===== src/rtl/apb_rr_pkg.sv =====
// Shared types and default widths for the
// two-requester round-robin APB master.
package apb_rr_pkg;

  localparam int DW_DEF = 32;
  localparam int AW_DEF = 5;

  typedef enum logic [1:0] {
    IDLE,
    SETUP,
    ACCESS
  } state_t;

endpackage


===== src/rtl/apb_rr_arb.sv =====
// 2-way round-robin arbiter.
// req/mask in, last = previous grant index, gnt one-hot out.
module apb_rr_arb (
  input  logic [1:0] req,
  input  logic [1:0] mask,
  input  logic       last,
  output logic [1:0] gnt
);

  logic [1:0] act;

  assign act = req & ~mask;

  always_comb begin
    gnt = 2'b00;
    case (act)
      2'b01:   gnt = 2'b01;
      2'b10:   gnt = 2'b10;
      // on a tie the requester not served last wins
      2'b11:   gnt = last ? 2'b01 : 2'b10;
      default: gnt = 2'b00;
    endcase
  end

endmodule


===== src/rtl/apb_rr_master.sv =====
// APB master shared by two requesters, round-robin.
// i_* requester side, o_p*/i_p* APB side, o_done/o_rdata/o_err result.
module apb_rr_master
  import apb_rr_pkg::*;
#(
  parameter int DW  = DW_DEF,
  parameter int AW  = AW_DEF,
  parameter int TMO = 15
) (
  input  logic            pclk,
  input  logic            preset,
  input  logic [1:0]      i_req,
  input  logic [1:0]      i_wr,
  input  logic [2*AW-1:0] i_addr,
  input  logic [2*DW-1:0] i_wdata,
  input  logic [2*(DW/8)-1:0] i_strb,
  output logic [1:0]      o_done,
  output logic [DW-1:0]   o_rdata,
  output logic            o_err,
  output logic [AW-1:0]   o_paddr,
  output logic            o_pwrite,
  output logic            o_psel,
  output logic            o_penable,
  output logic [DW-1:0]   o_pwdata,
  output logic [(DW/8)-1:0] o_pstrb,
  input  logic [DW-1:0]   i_prdata,
  input  logic            i_pslverr,
  input  logic            i_pready
);

  localparam int SW = DW / 8;
  localparam int CW = $clog2(TMO + 1);

  state_t        state_q, state_d;
  logic [CW-1:0] cnt_q, cnt_d;
  logic          last_q, last_d;
  logic          sel_q, sel_d;
  logic          psel_q, psel_d;
  logic          pen_q, pen_d;
  logic          pwrite_q, pwrite_d;
  logic [AW-1:0] paddr_q, paddr_d;
  logic [DW-1:0] pwdata_q, pwdata_d;
  logic [SW-1:0] pstrb_q, pstrb_d;
  logic [1:0]    done_q, done_d;
  logic [DW-1:0] rdata_q, rdata_d;
  logic          err_q, err_d;

  logic [1:0]    gnt;
  logic          g;
  logic [SW-1:0] strb_g;

  // the requester finishing this cycle is masked
  apb_rr_arb u_arb (
    .req  (i_req),
    .mask (done_q),
    .last (last_q),
    .gnt  (gnt)
  );

  assign g      = gnt[1];
  assign strb_g = g ? i_strb[2*SW-1:SW]
                    : i_strb[SW-1:0];

  always_comb begin
    state_d  = state_q;
    cnt_d    = cnt_q;
    last_d   = last_q;
    sel_d    = sel_q;
    psel_d   = psel_q;
    pen_d    = pen_q;
    pwrite_d = pwrite_q;
    paddr_d  = paddr_q;
    pwdata_d = pwdata_q;
    pstrb_d  = pstrb_q;
    done_d   = 2'b00;
    rdata_d  = '0;
    err_d    = 1'b0;
    unique case (state_q)
      IDLE: begin
        if (gnt != 2'b00) begin
          sel_d    = g;
          pwrite_d = i_wr[g];
          paddr_d  = g ? i_addr[2*AW-1:AW]
                        : i_addr[AW-1:0];
          pwdata_d = g ? i_wdata[2*DW-1:DW]
                        : i_wdata[DW-1:0];
          pstrb_d  = i_wr[g] ? strb_g : '0;
          psel_d   = 1'b1;
          pen_d    = 1'b0;
          cnt_d    = '0;
          state_d  = SETUP;
        end
      end
      SETUP: begin
        pen_d   = 1'b1;
        state_d = ACCESS;
      end
      ACCESS: begin
        if (i_pready) begin
          psel_d  = 1'b0;
          pen_d   = 1'b0;
          done_d  = sel_q ? 2'b10 : 2'b01;
          rdata_d = pwrite_q ? '0 : i_prdata;
          err_d   = i_pslverr;
          last_d  = sel_q;
          state_d = IDLE;
        end else begin
          cnt_d = cnt_q + CW'(1);
          // give up on a slave that never answers
          if (cnt_d == CW'(TMO)) begin
            psel_d  = 1'b0;
            pen_d   = 1'b0;
            done_d  = sel_q ? 2'b10 : 2'b01;
            err_d   = 1'b1;
            last_d  = sel_q;
            state_d = IDLE;
          end
        end
      end
      default: state_d = IDLE;
    endcase
  end

  always_ff @(posedge pclk or posedge preset) begin
    if (preset) begin
      state_q  <= IDLE;
      cnt_q    <= '0;
      last_q   <= 1'b1;
      sel_q    <= 1'b0;
      psel_q   <= 1'b0;
      pen_q    <= 1'b0;
      pwrite_q <= 1'b0;
      paddr_q  <= '0;
      pwdata_q <= '0;
      pstrb_q  <= '0;
      done_q   <= 2'b00;
      rdata_q  <= '0;
      err_q    <= 1'b0;
    end else begin
      state_q  <= state_d;
      cnt_q    <= cnt_d;
      last_q   <= last_d;
      sel_q    <= sel_d;
      psel_q   <= psel_d;
      pen_q    <= pen_d;
      pwrite_q <= pwrite_d;
      paddr_q  <= paddr_d;
      pwdata_q <= pwdata_d;
      pstrb_q  <= pstrb_d;
      done_q   <= done_d;
      rdata_q  <= rdata_d;
      err_q    <= err_d;
    end
  end

  assign o_done    = done_q;
  assign o_rdata   = rdata_q;
  assign o_err     = err_q;
  assign o_paddr   = paddr_q;
  assign o_pwrite  = pwrite_q;
  assign o_psel    = psel_q;
  assign o_penable = pen_q;
  assign o_pwdata  = pwdata_q;
  assign o_pstrb   = pstrb_q;

endmodule

===== config.mk =====
export PLATFORM = sky130hd
export DESIGN_NAME = apb_rr_master
export DESIGN_NICKNAME = d
export VERILOG_FILES = /design/src/rtl/apb_rr_pkg.sv /design/src/rtl/apb_rr_arb.sv /design/src/rtl/apb_rr_master.sv
export SDC_FILE = /design/constraint.sdc
export NUM_CORES = 1
export LEC_CHECK = 0
export ABC_AREA = 1
export CAP_MARGIN = 5
export CELL_PAD_IN_SITES_DETAIL_PLACEMENT = 2
export CELL_PAD_IN_SITES_GLOBAL_PLACEMENT = 2
export CORE_MARGIN = 4
export CORE_UTILIZATION = 23
export CTS_CLUSTER_SIZE = 24
export DETAILED_ROUTE_END_ITERATION = 10
export MAX_ROUTING_LAYER = met4
export PLACE_DENSITY_LB_ADDON = 0.1
export SLEW_MARGIN = 20
export SYNTH_ARGS = -nofsm -noshare
export SYNTH_HDL_FRONTEND = slang
export SYNTH_SLANG_ARGS = --single-unit

===== constraint.sdc =====
create_clock -name pclk -period 4.8 [get_ports pclk]
set_input_delay 0.72 -clock pclk [delete_from_list [all_inputs] [get_ports pclk]]
set_output_delay 0.72 -clock pclk [all_outputs]
set_load 0.03 [all_outputs]

**Word-level counts from Yosys, hierarchy flattened**

Index checks and enable logic that the tools add are counted.
W data, S select, Z words.

- Register bits: 87
- Bits of input ports: 122
- Output and inout bits: 79
- Word-level logic and storage cells: 70

- Add/sub/neg operators: 1
- Order comparisons: 1
- Eq/ne operators: 9
- Muxes and demuxes: 33
- Bitwise logic cells: 2
- Reduce and logical (&&, ||, !) cells: 11

Operators by type and width:

| cell | count |
|---|---|
| $mux W32 | 4 |
| $mux W2 | 8 |
| $mux W4 | 4 |
| $pmux W2 S3 | 2 |
| $mux W1 | 11 |
| $reduce_and A3 Y1 | 3 |
| $pmux W4 S2 | 1 |
| $eq A2 B2 Y1 const B | 3 |
| $reduce_and A2 Y1 | 3 |
| $reduce_bool A2 Y1 | 3 |
| $mux W5 | 1 |
| $add A4 B1 Y4 const B | 1 |
| $eq A2 B1 Y1 const B | 2 |
| $eq A4 B4 Y1 const B | 1 |
| $ne A2 B2 Y1 const B | 2 |
| $ne A3 B3 Y1 const B | 1 |
| $pmux W1 S3 | 1 |
| $reduce_bool A3 Y1 | 1 |
| $and A2 B2 Y2 | 1 |
| $logic_not A2 Y1 | 1 |
| $lt A1 B2 Y1 const B | 1 |
| $not A2 Y2 | 1 |
| $pmux W1 S2 | 1 |

**Longest topological paths before layout**

Gate-level depths: netlist (run 1).

- Depth in word-level cells: 7
- Mapped depth: 10
- Gate-level depth less buffers: 10

**By module**

Synthesis (run 1) repeated with hierarchy kept, for this count alone.

- Cells, all modules: 403
- Area, all modules: 3584.7 um^2

By module, submodules not included:

| module | instances | cells an instance | area an instance (um^2) | seq. area each (um^2) |
|---|---|---|---|---|
| apb_rr_master | 1 | 391 | 3538.4 | 2178.3 |
| apb_rr_arb | 1 | 12 | 46.3 | 0.0 |

**Worst setup path before layout (run 1)**

OpenSTA, ideal clock, no wires.

- Kind: input to register
- From: input i_req[1]
- To: register pstrb_q[0] (netlist: o_pstrb[0])
- Library setup time: 117 ps
- Arrival: 1326 ps
- Data required time: 4683 ps
- Setup slack: 3357 ps
- Stages: 9
- Buffers on the path: 1
- Path through: nand2_1 nand2_2 nand2_4 inv_4 buf_6 nand2_2 inv_2 nand2_1 nand2_1

- Word-level cells in the longest chain between the ends: 6
- Elaborated cells between the ends (all ways): 11
- Classes of those cells: 3 x eq/ne; 5 x mux; 1 x bitwise; 2 x reduce/logical

RTL lines:

| element | RTL line | source |
|---|---|---|
| start, declared | apb_rr_master.sv:12 | `input logic [1:0] i_req,` |
| $and A2 B2 Y2 (*) | apb_rr_arb.sv:12 | `assign act = req & ~mask;` |
| $eq A2 B2 Y1 / $eq A2 B1 Y1 (equally long branches) | apb_rr_arb.sv:16 | `case (act)` |
| $pmux W2 S3 (*) | apb_rr_arb.sv:16 |  |
| $mux W1 (implied by the code) (2 in a row) | apb_rr_master.sv:87 | `pstrb_d = i_wr[g] ? strb_g : '0;` |
| $mux W4 | apb_rr_master.sv:87 |  |
| end signal, assigned | apb_rr_master.sv:149 | `pstrb_q <= pstrb_d;` |
| end, declared | apb_rr_master.sv:43 | `logic [SW-1:0] pstrb_q, pstrb_d;` |

Mark *: on every way between the ends. The rest lies on a longest branch, timed or not. The select of a mux whose other input is x is not followed.
A chain may end at the register's enable or synchronous reset.

**Worst setup path after layout (run 1)**

- From: input i_req[1]
- To: register pwdata_q[4] (netlist: o_pwdata[4])

- Word-level cells in the longest chain between the ends: 5
- Elaborated cells between the ends (all ways): 8
- Classes of those cells: 3 x eq/ne; 2 x mux; 1 x bitwise; 2 x reduce/logical

RTL lines:

| element | RTL line | source |
|---|---|---|
| $and A2 B2 Y2 (*) | apb_rr_arb.sv:12 |  |
| $eq A2 B2 Y1 / $eq A2 B1 Y1 (equally long branches) | apb_rr_arb.sv:16 |  |
| $pmux W2 S3 (*) | apb_rr_arb.sv:16 |  |
| $reduce_bool A2 Y1 | apb_rr_master.sv:80 | `if (gnt != 2'b00) begin` |
| $reduce_and A2 Y1 (no source line) | -- |  |
| end signal, assigned | apb_rr_master.sv:148 | `pwdata_q <= pwdata_d;` |
| end, declared | apb_rr_master.sv:42 | `logic [DW-1:0] pwdata_q, pwdata_d;` |

Mark *: on every way between the ends. The rest lies on a longest branch, timed or not.

==> flow_metrics.tcl, run 1 <==
set metrics [dict create \
    drt_iter0_markers 81 \
    fp.dieArea_um2 18400 \
    die-width_um 136 \
    relSlewSlack 0.313 \
    slowest_stage "inv_4" \
    post-route-min-period_ns 2.68 \
    dieHeight_um 136 \
    p_total_mw 3.52 \
    swShare 0.425 \
    placed_area_um2 5890 \
    top_layer "met4" \
    io_pins 201 \
    hold_path.class "reg -> reg" \
    avgSynthCellArea_um2 8.67 \
    grt_overflow 0 \
    crit_buf_inv 3 \
    worstPathMaxFanout 45 \
    cts_hold_buffers 0 \
    hold_end "o_done[0]" \
    core_area_um2 15900 \
    place.port_buffers 200 \
    synthesis.area_um2 3750 \
    report.final.slew_viol_count 0 \
    netlist_instances 432 \
    row_count 46 \
    met2_length_um 6950 \
    hold_depth 1 \
    critPathArrivalTime_ns 2.95 \
    power.internal_mw 2.03 \
    rsz0062_at_grt "false" \
    switchingPower_mw 1.50 \
    yosysTopAreaCell "dfrtp_1" \
    cts.sinks 87 \
    p_comb_frac 0.480 \
    critPathKind "in -> reg" \
    worst_r2r_endpoint "o_pstrb[2]" \
    synth-warning-count 0 \
    routedWlPerCell_um 17.1 \
    nets 754 \
    cts_resized 0 \
    cp-start-kind "primary input" \
    syn_nets 560 \
    p_per_area_nw_per_um2 569 \
    grt.total_usage 0.166 \
    wl_um 14500 \
    postLayoutCellArea_um2 6190 \
    drt-pass1-iter-count 4 \
    drc 0 \
    tns_ns 0 \
    viasPerCell 4.30 \
    cts_buffers 9 \
    ys_ff_latch 87 \
    setup_viol 0 \
    worst_pin_slew_ns 1.03 \
    post-cts-setup-buffers 0 \
    h-tree-depth 3 \
    routabilityCongestion 0.738 \
    drv_cap 0 \
    finish.utilization 0.388 \
    netlist.area_leader.share 0.574 \
    antenna_left 0 \
    crit_chain "clkdlybuf4s50_1 -> inv_1 -> nor2_2 -> nand2_2 -> inv_4 -> nand2_1 -> a21oi_1" \
    pwr-share-clk 0.205 \
    area_delta_synth_final_pct 65.3 \
    hold_ws_ns 0.460 \
    worstReg2RegStart "last_q" \
    reg2reg_depth 7 \
    synth.area.top_cells "dfrtp_1 (57%), a21oi_1 (9.9%), nand2_1 (9.6%), nor2_1 (7.4%), inv_1 (4.9%)" \
    crit_family "buffers and inverters" \
    wl_met3_um 1410 \
    cts_tree "built" \
    power_frac_seq 0.314 \
    end_kind "flip-flop" \
    antenna_found_initial 1 \
    grt_pass1_vias 4350 \
    run_status "completed" \
    hold_start "sel_q" \
    period_share 0.559 \
    grt_pass1_wl_um 22900 \
    cts.path.max_buffers 2 \
    clk_pin_slew_ns 0.07 \
    wl_met1_um 5890 \
    rrSetupSlack_ns 2.48 \
    fmax_mhz 373 \
    cts_root_buf "clkbuf_16" \
    ir_drop_mv 0.197 \
    n_fill_cell 1798 \
    yosys.cell_types.count 22 \
    dpl.hpwl_um 10400 \
    clkLatencyLatePin_ns 0.35 \
    finalClockSkew_ns 0.00292 \
    grt_max_degree 60 \
    seq_area_frac_synth 0.581 \
    critPathMaxStageDelay_ns 0.65 \
    via_count 3644 \
    cp.required_ns 5.07 \
    drive_gt1_frac 0.0491 \
    p_leak_nw 2.85 \
    start_util 0.235 \
    hold_viol_final 0 \
]
[area by class of cell]
| class | count | area [µm²] | area share |
|---|---|---|---|
| diodes | 1 | 2.50 | 0.000404 |
| clock buffers | 9 | 225 | 0.0364 |
| clock inverters | 7 | 71.3 | 0.0115 |
| inverters | 53 | 209 | 0.0337 |
| multi-input cells | 273 | 1220 | 0.197 |
| flip-flops and latches | 87 | 2180 | 0.352 |
| well taps | 216 | 270 | 0.0436 |
| repair buffers | 202 | 2020 | 0.326 |
[power by group through the flow]
stage	clock (mW)	combinational (mW)	sequential [mW]
floorplan	0	0.590	1.50
finish	0.722	1.69	1.11
global placement	0	1.67	1.11
detailed placement	0	1.73	1.13
global route	0.783	1.85	1.14
CTS	0.748	1.73	1.11
[layer usage]
metal | up-vias | GRT usage
met1 | 1768 | 0.190
met2 | 137 | 0.269
met5 | - | -
met4 | 0 | 0.0510
met3 | 13 | 0.0646
li1 | 1726 | -
[cells by family (layout without fill, tap and decap cells)]
kind of cell | Yosys count | after routing | synth area share
fa+ha+maj | 6 | 6 | 0.0200
compound gates | 82 | 82 | 0.111
simple gates | 185 | 185 | 0.195
flops | 87 | 87 | 0.581
buf+inv | 72 | 271 | 0.0929
other cells | 0 | 1 | 0
[state kept, by name, indices dropped and copies added (netlist names), 2 cells and up]
register  count
o_pstrb       4
o_rdata      32
cnt_q         4
o_done        2
state_q       2
o_paddr       5
o_pwdata     32
[how the worst max path moves through the flow]
| stage | start | endpoint | slack, ns | cells past startpoint |
|---|---|---|---|---|
| after global routing | i_req[1] | o_pstrb[2] | 1.86 | 9 |
| after detailed placement | i_req[1] | o_pwdata[5] | 1.70 | 7 |
| after floorplan | preset | cnt_q[0] | 1.83 | 1 |
| final | i_req[1] | o_pwdata[4] | 2.12 | 7 |
| after global placement | i_req[1] | o_pstrb[1] | 1.78 | 9 |
| after CTS | i_req[1] | o_pwdata[5] | 2.06 | 7 |
[Yosys cell counts, drive strengths merged]
| master | count |
|---|---|
| a21oi | 74 |
| buf | 16 |
| clkbuf | 3 |
| dfrtp | 86 |
| dfstp | 1 |
| ha | 6 |
| inv | 53 |
| nand2 | 100 |
| nand3 | 9 |
| nand4 | 1 |
| nor2 | 75 |
| o21ai | 8 |
[stage by stage]
stage	setup WS (ns)	std cells
after floorplan	1.83	432
after global placement	1.78	831
after detailed placement	1.70	831
after CTS	2.06	847
after global routing	1.86	848
final	2.12	848
[worst reg2reg max path, cell delays in order (launching register included)]
cell and delay [ns]:
dfstp_2 0.54, nand3_1 0.09, nand2_2 0.76, inv_4 0.42, nand2_1 0.23, nand2_1 0.07
nand2_1 0.06, nand2_1 0.04
[placed cells by master (no fill, tap or decap)]
| cell type | n |
|---|---|
| dfrtp_1 | 86 |
| nand4_1 | 1 |
| inv_2 | 2 |
| buf_4 | 2 |
| nand2_4 | 1 |
| clkinv_2 | 3 |
| ha_1 | 6 |
| inv_4 | 2 |
| nor2_2 | 1 |
| bufinv_16 | 1 |
| nand3_2 | 1 |
| o21ai_1 | 2 |
| nand3_1 | 8 |
| nor2_1 | 74 |
| diode_2 | 1 |
| dfstp_2 | 1 |
| clkbuf_16 | 9 |
| clkinv_4 | 2 |
| clkdlybuf4s50_1 | 200 |
| o21ai_0 | 5 |
| nand2_1 | 96 |
| o21ai_2 | 1 |
| nand2_2 | 3 |
| a21oi_1 | 74 |
| inv_1 | 48 |
| inv_6 | 2 |
Note: power is estimated with default switching activity, not from simulation.
==> run 2: changes to the inputs <==
--- a/config.mk
+++ b/config.mk
@@ -10,7 +10,7 @@
 export CELL_PAD_IN_SITES_DETAIL_PLACEMENT = 2
 export CELL_PAD_IN_SITES_GLOBAL_PLACEMENT = 2
 export CORE_MARGIN = 4
-export CORE_UTILIZATION = 23
+export CORE_UTILIZATION = 21
 export CTS_CLUSTER_SIZE = 24
 export DETAILED_ROUTE_END_ITERATION = 10
 export MAX_ROUTING_LAYER = met4
==> constraint.sdc (replaced) <==
create_clock -name pclk -period 2.5 [get_ports pclk]
set_input_delay 0.375 -clock pclk [delete_from_list [all_inputs] [get_ports pclk]]
set_output_delay 0.375 -clock pclk [all_outputs]
set_load 0.03 [all_outputs]
==> run 2 against run 1 <==
Effect of this change:
- final area rose by 0.97%
- die area rose by 9.0%
- final cell count rose by 1.9%
- global-route usage fell by 1.3 points
- via count rose by 1.2%
- setup slack got worse by 1.4 ns
- utilization fell by 2.9 points
- sequential power rose by 91%
==> flow_metrics.tcl, run 2 (synthesis gave the netlist of run 1 again) <==
set metrics [dict create \
    run_status "completed" \
    drive_gt1_frac 0.0581 \
    dpl_worst_slack_ns 0.472 \
    hold_depth 2 \
    cp-start-kind "flip-flop" \
    core_area_um2 17400 \
    period_share 0.732 \
    grt_max_degree 52 \
    cts_buffers 9 \
    cts_root_buf "clkbuf_16" \
    antenna_left 0 \
    setup_viol 0 \
    drc 0 \
    cts_resized 0 \
    h-tree-depth 3 \
    worst_pin_slew_ns 0.459 \
    drv_cap 0 \
    worstReg2RegStart "state_q[1]" \
    finalClockSkew_ns 0.00611 \
    hold_path.class "reg -> reg" \
    ir_drop_mv 0.324 \
    io_pins 201 \
    antenna_found_initial 2 \
    hold_viol_final 0 \
    via_count 3689 \
    layout_common_cells "clkdlybuf4s50_1 (200), nand2_1 (96), dfrtp_1 (86)" \
    grt_pass1_wl_um 23000 \
    finish.utilization 0.359 \
    dieHeight_um 142 \
    p_total_mw 6.63 \
    critPathArrivalTime_ns 2.10 \
    post-route-min-period_ns 1.83 \
    start_util 0.215 \
    nets 760 \
    p_leak_nw 2.87 \
    cts.path.max_buffers 2 \
    hold_start "o_pstrb[3]" \
    cp.required_ns 2.77 \
    grt_overflow 0 \
    end_kind "flip-flop" \
    p_per_area_nw_per_um2 1060 \
    place.port_buffers 200 \
    fmax_mhz 546 \
    clk_pin_slew_ns 0.07 \
    row_count 48 \
    area_delta_synth_final_pct 66.9 \
    critPathLaunch "state_q[1]" \
    seq_area_um2 2180 \
    grt.total_usage 0.153 \
    viasPerCell 4.27 \
    cts_tree "built" \
    critPathKind "reg -> reg" \
    postLayoutCellArea_um2 6250 \
    grt_pass1_vias 4165 \
    wl_um 14900 \
    report.final.slew_viol_count 0 \
    post-cts-setup-buffers 0 \
    drt_iter0_markers 75 \
    hold_end "o_pstrb[3]" \
    cts_hold_buffers 0 \
    fp.dieArea_um2 20000 \
    dpl.hpwl_um 11000 \
    layout_commonest_cell "clkdlybuf4s50_1" \
    tns_ns 0 \
    cts.sinks 87 \
    multi_input_area_um2 1220 \
    routabilityCongestion 0.726 \
    worst_r2r_endpoint "o_pwdata[14]" \
    rrSetupSlack_ns 0.67 \
    rsz0062_at_grt "false" \
    relSlewSlack 0.694 \
    drt-pass1-iter-count 4 \
    reg2reg_depth 7 \
    worst_slack_ns 0.669 \
    clkLatencyLatePin_ns 0.34 \
    routedWlPerCell_um 17.2 \
    placed_area_um2 5970 \
    worstPathMaxFanout 35 \
    die-width_um 142 \
    n_fill_cell 1944 \
]
## run 2: cell types whose count changed in the layout (fill, tap and decap cells not counted), sizes merged
cell	before	now
diode	1	2
inv	54	53
clkinvlp	0	2
bufinv	1	0
buf	2	8
## run 2: critical path: stages, from the launching register on
cell and delay [ns]:
dfrtp_1 0.41, inv_1 0.11, ha_1 0.32, nand2_4 0.15
inv_4 0.35, buf_4 0.23, nor2_1 0.05, a21oi_1 0.12
## run 2: how the worst max path moves through the flow
stage          slack [ns]            to
2_1_floorplan        1.12      cnt_q[0]
3_3_place_gp         0.53   o_pwdata[8]
3_5_place_dp         0.47  o_pwdata[11]
4_1_cts              0.61  o_pwdata[11]
5_1_grt              0.47  o_pwdata[14]
6_report             0.67  o_pwdata[14]
## run 2: where the power goes
part	internal, mW	leakage [nW]	switching (mW)	total, mW
Sequential	1.86	1.09	0.264	2.12
Clock	0.676	0.136	0.606	1.28
Combinational	1.25	1.64	1.97	3.22
## run 2: cell type report
class	instances	area share
Antenna cell	2	0.000800
Clock inverter	7	0.00780
Inverter	53	0.0332
Timing Repair Buffer	208	0.334
Tap cell	225	0.0450
Sequential cell	87	0.348
Multi-Input combinational cell	273	0.195
Clock buffer	9	0.0360
## run 2: metrics by stage
stage / std cells / hold WS (ns)
after floorplan: 432 / 0.426
after global placement: 846 / 0.473
after detailed placement: 846 / 0.475
after CTS: 862 / 0.492
after global routing: 864 / 0.515
final: 864 / 0.483
## run 2: routing by layer
metal  wire length, µm  vias up  track usage
li1                  -     1740            -
met1              6500     1804        0.187
met3              1320       12       0.0634
met2              6890      133        0.235
met5                 0        -            -
met4               169        0       0.0394
==> run 3: changes to the inputs <==
==> constraint.sdc (replaced) <==
create_clock -name pclk -period 1.8 [get_ports pclk]
set_input_delay 0.27 -clock pclk [delete_from_list [all_inputs] [get_ports pclk]]
set_output_delay 0.27 -clock pclk [all_outputs]
set_load 0.03 [all_outputs]
==> run 3 against run 2 <==
Effect of this change:
- clock power is 39% higher
- non-clock buffer count up 6
- sequential cell count stayed put
- critical endpoint is now o_pwdata[5]
- sequential power is 38% higher
- hold slack got worse by 0.22 ns
- via count is essentially flat
- highest routed layer unchanged
==> flow_metrics.tcl, run 3 (synthesis gave the netlist of run 1 again) <==
set metrics [dict create \
    run_status "completed" \
    crit_buf_inv 1 \
    p_per_area_nw_per_um2 1480 \
    start_util 0.215 \
    dieHeight_um 142 \
    post-route-min-period_ns 1.70 \
    area_delta_synth_final_pct 70.1 \
    clk_pin_slew_ns 0.07 \
    relSlewSlack 0.723 \
    row_count 48 \
    antenna_found_initial 2 \
    tns_ns 0 \
    place.port_buffers 200 \
    cts_buffers 9 \
    h-tree-depth 3 \
    drc 0 \
    ir_drop_mv 0.541 \
    grt_overflow 0 \
    dp.cells 852 \
    fin_cells 870 \
    drive_gt1_frac 0.0684 \
    cts.sinks 87 \
    critPathArrivalTime_ns 1.43 \
    grt_max_degree 40 \
    io_pins 201 \
    fp.dieArea_um2 20000 \
    setup_viol 0 \
    antenna_left 0 \
    wl_um 14500 \
    crit_family "buffers and inverters" \
    fmax_mhz 588 \
    cts_tree "built" \
    routabilityCongestion 0.735 \
    cp.required_ns 1.53 \
    layout_commonest_cell "clkdlybuf4s50_1" \
    dpl.hpwl_um 11200 \
    report.final.slew_viol_count 0 \
    via_count 3688 \
    hold_viol_final 0 \
    nets 766 \
    p_leak_nw 2.91 \
    critPathMaxStageDelay_ns 0.74 \
    cts_hold_buffers 0 \
    drv_cap 0 \
    drt_iter0_markers 113 \
    period_share 0.944 \
    cts_root_buf "clkbuf_16" \
    layout_common_cells "clkdlybuf4s50_1 (200), nand2_1 (96), dfrtp_1 (86)" \
    viasPerCell 4.24 \
    slowest_stage "clkdlybuf4s50_1" \
    crit_chain "clkdlybuf4s50_1" \
    core_area_um2 17400 \
    drt-pass1-iter-count 4 \
    cp-start-kind "flip-flop" \
    grt_pass1_vias 4124 \
    cts.path.max_buffers 2 \
    grt.total_usage 0.153 \
    finalClockSkew_ns 0.00774 \
    critPathKind "reg -> out" \
    die-width_um 142 \
    routedWlPerCell_um 16.6 \
    hold_path.class "in -> async" \
    end_kind "output pin" \
    grt_pass1_wl_um 23000 \
    rsz0062_at_grt "false" \
    worstPathMaxFanout 2 \
    clkLatencyLatePin_ns 0.34 \
    worst_pin_slew_ns 0.415 \
]
## run 3: worst reg2reg max path, cell delays in order, from the launching register on
cell and delay (ns):
dfrtp_1 0.40, inv_1 0.12, ha_2 0.27, nand2_4 0.17
buf_4 0.26, a21oi_1 0.16, a21oi_1 0.09
## run 3: layout make-up
type / instances / area [µm²]
antenna: 2 / 5.00
inverter: 53 / 208
sequential: 87 / 2180
multi-input combinational: 273 / 1220
clock inverter: 7 / 57.6
timing repair buffer: 214 / 2190
fill: 1960 / 11000
tap: 225 / 282
clock buffer: 9 / 225
## run 3: worst paths after layout
kind	start	endpoint	slack, ns	depth (start not counted)
worst max-delay path	o_pwdata[5]	o_pwdata[5]	0.10	1
worst min-delay path	preset	o_rdata[26]	0.26	2
worst max register to register	state_q[0]	o_pwdata[25]	0.20	6
worst min register to register	sel_q	o_done[0]	0.45	1
max in group asynchronous	preset	last_q	0.94	3
min in group pclk	i_prdata[16]	o_rdata[16]	0.44	3
## run 3: metal layers
layer	wire length, µm	GRT usage	share of wire	up-vias
met5	0	-	0	-
met3	1400	0.0607	0.096	12
met2	6820	0.239	0.47	134
met4	216	0.0460	0.015	0
li1	-	-	-	1759
met1	6030	0.182	0.42	1783
## run 3: power breakdown
| group | switching, mW | internal [mW] | leakage, nW |
|---|---|---|---|
| registers | 0.339 | 2.59 | 1.09 |
| clock network | 0.830 | 0.947 | 0.128 |
| logic | 2.80 | 1.90 | 1.70 |
## run 3: stage by stage
| step | hold slack [ns] | worst slack (ns) | utilization | power, mW | instance area, µm² |
|---|---|---|---|---|---|
| floorplan | 0.376 | 0.482 | - | 5.58 | 3750 |
| global placement | 0.449 | 0.113 | 0.349 | 7.61 | 6080 |
| detailed placement | 0.448 | 0.0358 | 0.349 | 7.79 | 6080 |
| CTS | 0.271 | 0.0703 | 0.365 | 9.64 | 6360 |
| global route | 0.278 | 0.0493 | 0.366 | 10.1 | 6370 |
| finish | 0.264 | 0.100 | 0.366 | 9.41 | 6370 |
## run 3: timing repair
item                       4_1_cts  5_1_grt
hold endpoints to repair         0        0
setup buffers                    0        0
setup endpoints to repair        0        9
resized for setup                0        1
